## src/rtl/vec_result_writeback.sv

```systemverilog
// vec_result_writeback: captures one vector ALU result and serialises its lanes
// into 16-bit data-memory writes, keeping a sticky OR of the stored lanes' flags.
module vec_result_writeback #(
    parameter int LANES = 16,
    parameter int DW    = 16,
    parameter int FW    = 4,
    parameter int AW    = 16
) (
    input  logic                clk,
    input  logic                rst_n,
    input  logic                in_valid,
    output logic                in_ready,
    input  logic [LANES*DW-1:0] in_data,
    input  logic [LANES*FW-1:0] in_flags,
    input  logic                in_scalar,
    input  logic [AW-1:0]       in_base_addr,
    output logic                mem_we,
    output logic [AW-1:0]       mem_addr,
    output logic [DW-1:0]       mem_wdata,
    input  logic                mem_ready,
    output logic                busy,
    output logic                done,
    input  logic                clear_flags,
    output logic [FW-1:0]       flags_sticky
);
    localparam int IW = LANES > 1 ? $clog2(LANES) : 1;

    typedef enum logic [1:0] {IDLE, STORE, DONE} state_t;
    state_t state, state_nx;

    logic [LANES*DW-1:0] data_q;
    logic [AW-1:0]       base_q;
    logic [IW-1:0]       idx, last;
    logic [FW-1:0]       flags_or;
    logic                accept;

    assign accept    = in_valid && in_ready;
    assign in_ready  = state == IDLE;
    assign busy      = state == STORE;
    assign done      = state == DONE;
    assign mem_we    = busy;
    assign mem_addr  = busy ? base_q + AW'(idx) : '0;
    assign mem_wdata = busy ? data_q[DW*idx +: DW] : '0;

    // Scalar results only contribute lane 0 flags, matching what gets stored.
    always_comb begin
        flags_or = in_flags[FW-1:0];
        if (!in_scalar)
            for (int i = 1; i < LANES; i++) flags_or |= in_flags[FW*i +: FW];
    end

    always_comb begin
        state_nx = state;
        case (state)
            IDLE:    state_nx = in_valid ? STORE : IDLE;
            STORE:   state_nx = (mem_ready && idx == last) ? DONE : STORE;
            default: state_nx = IDLE;
        endcase
    end

    always_ff @(posedge clk or negedge rst_n) begin
        if (!rst_n) state <= IDLE;
        else        state <= state_nx;
    end

    always_ff @(posedge clk or negedge rst_n) begin
        if (!rst_n) begin
            data_q       <= '0;
            base_q       <= '0;
            idx          <= '0;
            last         <= '0;
            flags_sticky <= '0;
        end else begin
            if (accept) begin
                data_q <= in_data;
                base_q <= in_base_addr;
                idx    <= '0;
                last   <= in_scalar ? '0 : IW'(LANES - 1);
            end else if (busy && mem_ready && idx != last) begin
                idx <= idx + 1'b1;
            end
            flags_sticky <= (clear_flags ? '0 : flags_sticky) | (accept ? flags_or : '0);
        end
    end
endmodule

```

## config.mk

```make
export PLATFORM = sky130hd
export DESIGN_NAME = vec_result_writeback
export DESIGN_NICKNAME = d
export VERILOG_FILES = /design/src/rtl/vec_result_writeback.sv
export SDC_FILE = /design/constraint.sdc
export NUM_CORES = 1
export LEC_CHECK = 0
export CAP_MARGIN = 20
export CORE_MARGIN = 2
export CORE_UTILIZATION = 52
export DETAILED_ROUTE_END_ITERATION = 6
export PLACE_DENSITY = 0.86
export SYNTH_ARGS = -nofsm -noshare
export SYNTH_HDL_FRONTEND = slang
export SYNTH_SLANG_ARGS = --single-unit
```

## constraint.sdc

```tcl
create_clock -name clk -period 6.9 [get_ports clk]
set_input_delay 1.38 -clock clk [delete_from_list [all_inputs] [get_ports clk]]
set_output_delay 1.38 -clock clk [all_outputs]
set_load 0.02 [all_outputs]
```

==> results.md <==
- Status: finished, final reports clean
- End point of the worst hold path: data_q[238]
- Nets: 2,148
- Commonest non-fill, non-tap cell in the layout: sky130_fd_sc_hd__nand2_1
- Top delay family on crit path: compound AO/OA/AOI/OAI gates
- DRC marker count from the first detailed-route iteration: 1,209
- Worst-Margin Slew: 1.25 ns
- Endpoint kind of the worst setup timing path: primary output
- Clock buffer depth: 3
- Post-synth net total: 1,818
- Clock tree from TritonCTS: yes
- Final worst path period need: 5.39 ns
- Number of vias after detailed routing: 11,872
- Hold buffer count at cts: 0
- Count of placed standard cells in the final layout, fillers left out: 2,156
- Layout area overhead: 36.9%
- Row Count: 58
- Worst Hold Depth: 2
- Internal: around 4.7 mW
- Post-synthesis instance area: 13,200 um^2
- Commonest cells after routing, fill and taps aside: sky130_fd_sc_hd__nand2_1, sky130_fd_sc_hd__clkdlybuf4s50_1, sky130_fd_sc_hd__dfrtp_1
- Final-report setup violation count: 0
- Sequential share of power: 0.403
- Routability Congestion: 0.964
- Number of global-route vias before repair: around 12,000
- Share of the cycle needed by the critical path after routing: 0.781
- YS warnings: 0
- Slowest CP cell: sky130_fd_sc_hd__dfrtp_4
- Initial antenna violation count: 4
- R2r worst-path depth: 5
- Capture point of the worst reg-to-reg path: flags_sticky[3]
- Switching power total: ~2.9 mW
- Number of buffers created by CTS: 29
- Critical path type: reg -> out
- Wire length of the first global-routing pass: ~63,000 um
- Maximum cell stage delay along the critical path: 0.81 ns
- IO Count: 382
- Maximum number of pins on one net before global-route repair: 276
- Top achievable clock speed: 185 MHz
- Count of endpoints failing hold in the final timing report: 0
- Synthesized flop and latch total: 283
- Min Hold Slack: 0.473 ns
- Setup Slack @ Placement: 2.06 ns
- Setup Buffers After CTS: 0
- Worst slew slack as a fraction of its limit: 0.167
- Number of sinks on the clock net: 283
- Clock insertion delay at the later pin of the skew report: around 0.55 ns
- Die extent in x: between 150 and 200 um
- Setup slack, reg-to-reg: 4.25 ns
- Launch point of the worst reg-to-reg path: state[0]
- Cells after synthesis: ~1,500
- Distinct cell type count after synthesis: 45
- Fraction of power consumed by combinational cells: 0.392
- Async S/R FF share, synth: 1.00
- GRT Overall Usage: 0.307
- Share of cells above drive strength 1: 0.0620
- Average routed wire per standard cell: 19.1 um
- Predominant post-synthesis flop cell: sky130_fd_sc_hd__dfrtp_1
- Switching share of total power: 0.382
- TritonRoute pass-1 iters: 6
- Min-delay src: data_q[238]
- Ratio of routed vias to standard cells: 5.51
- Buffers & Inverters on Critical Path: 1
- Area of the placeable core: 25,000 um^2
- Number of instances resized during post-cts repair: 0
- RSZ-0062 raised after global routing: no
- Relative contribution of the clock network to total power: 0.205
- Startpoint types: flop
- Post-Route Setup TNS: 0 ns
- Critical Path, Cell by Cell: ha_1 -> fa_1 -> a21o_1 -> a21oi_1 -> o21ai_0 -> a21oi_1 -> clkdlybuf4s50_1
- CP Max Fanout: between 50 and 60
- Starting density of the core: 0.528
- Sequential share of the synthesized area: 0.536
- Count of H-tree levels built during CTS: 1
- Post-layout worst setup margin: 1.51 ns
- Most frequent cell on the critical path: sky130_fd_sc_hd__a21oi_1
- DRT antenna net count: 0
- Detailed-route DRC error count: 0
- Maximum capacitance violations: 0
- Power per cell area: about 420 nW/um^2
- Clock skew after layout: 0.0135 ns
- Count of flip-flops with a built-in enable after synthesis: 0
- Max-slew violation count: 0
- IR Drop Worst-Case VDD: around 0.33 mV
- Gr ovfl total: 0
- Mean Syn Cell Area: about 9 um^2
- Vertical die dimension: 163 um
- Clock tree root buffer cell: sky130_fd_sc_hd__clkbuf_16
- I/O Buffers: 381
- Worst hold-check path type: reg -> reg
- Endpoint arrival time on the critical path: around 4.0 ns
- Leakage power summed over all cells: 8.67 nW
- Die Outline Area: 26,700 um^2
- Clock transition at path regs: roughly 0.060 ns
- Count of placed standard cells including taps: 2,098
- Detailed placer's ending HPWL: ~29,000 um
- Required time at the endpoint of the critical path: 5.52 ns
- Total wirelength of the detailed-routed design: just over 40,000 um
worst reg2reg max path: cells and delay by family (launching register included):
family	cells	cell delay, ns
simple gates	2	1.05
compound gates	2	0.34
flops	1	0.43
buf+inv	1	0.76
power by group through the flow:
stage / Sequential (mW) / Clock [mW] / Combinational (mW)
floorplan: 2.78 / 0 / 2.06
global placement: 3.03 / 0 / 2.84
detailed placement: 3.06 / 0 / 2.94
CTS: 3.05 / 1.57 / 2.97
global route: 3.14 / 1.65 / 3.27
finish: 3.06 / 1.56 / 2.97
through the flow:
step | power (mW) | util | area (um^2)
after global routing | 8.07 | 0.723 | 18100
after global placement | 5.86 | 0.684 | 17100
final | 7.60 | 0.723 | 18100
after floorplan | 4.84 | - | 13200
after CTS | 7.59 | 0.722 | 18100
after detailed placement | 5.99 | 0.684 | 17100
flip-flops by register name, summed over array words and instances, names as in the netlist:
signal	cells
data_q	256
idx	4
last	1
flags_sticky	4
base_q	16
state	2
Yosys cell counts (all sizes together) (2+ instances only):
| cell | count | area, um^2 |
|---|---|---|
| clkbuf | 50 | 189 |
| or3 | 10 | 65.1 |
| buf | 41 | 234 |
| nor2 | 10 | 37.5 |
| nand3 | 5 | 25.0 |
| o21a | 2 | 15.0 |
| a221oi | 15 | 131 |
| and4 | 2 | 17.5 |
| nor4 | 12 | 75.1 |
| o21ai | 37 | 185 |
| a211oi | 2 | 15.0 |
| mux4 | 48 | 1080 |
| xnor2 | 2 | 17.5 |
| a31oi | 2 | 12.5 |
| nor3 | 4 | 20.0 |
| or4 | 2 | 15.0 |
| mux2i | 34 | 340 |
| nor2b | 3 | 18.8 |
| ha | 5 | 62.6 |
| a21o | 2 | 15.0 |
| o31ai | 2 | 15.0 |
| a41oi | 4 | 35.0 |
| a22oi | 16 | 120 |
| nand3b | 2 | 15.0 |
| nand4 | 3 | 33.8 |
| inv | 10 | 37.5 |
| a21oi | 14 | 70.1 |
| and2 | 3 | 18.8 |
| dfrtp | 283 | 7080 |
| nand2 | 837 | 3140 |
cells by family after synthesis:
family,share of synthesized area
multiplexers,0.108
AND/OR/NAND/NOR,0.266
flip-flops,0.536
AO/OA/AOI/OAI,0.0487
buffers and inverters,0.0348
adder cells (fa/ha/maj),0.00625
XOR/XNOR,0.00133
layer usage:
metal | wire length [um] | GRT usage | vias up | share of wire
met1 | 16000 | 0.406 | 5695 | 0.39
met5 | 0 | 0 | - | 0
met2 | 19400 | 0.493 | 614 | 0.47
met3 | 3670 | 0.0564 | 124 | 0.089
li1 | - | - | 5439 | -
met4 | 2170 | 0.149 | 0 | 0.053
final cells by class:
class / count / area (um^2)
clock buffer: 42 / 835
clock inverter: 11 / 114
fill: 1801 / 6940
sequential: 283 / 7090
multi-input combinational: 1086 / 5690
tap: 330 / 413
timing repair buffer: 390 / 3920
inverter: 10 / 37.5
antenna: 4 / 10.0
how the worst max path moves through the flow:
stage | startpoint | end | depth (start not counted)
floorplan | idx[0] | mem_addr[10] | 7
global placement | idx[0] | mem_wdata[13] | 5
detailed placement | idx[0] | mem_wdata[13] | 5
CTS | idx[0] | mem_wdata[13] | 5
global route | idx[0] | mem_addr[14] | 7
finish | idx[0] | mem_addr[14] | 7
Note: power is estimated with default switching activity, not from simulation.
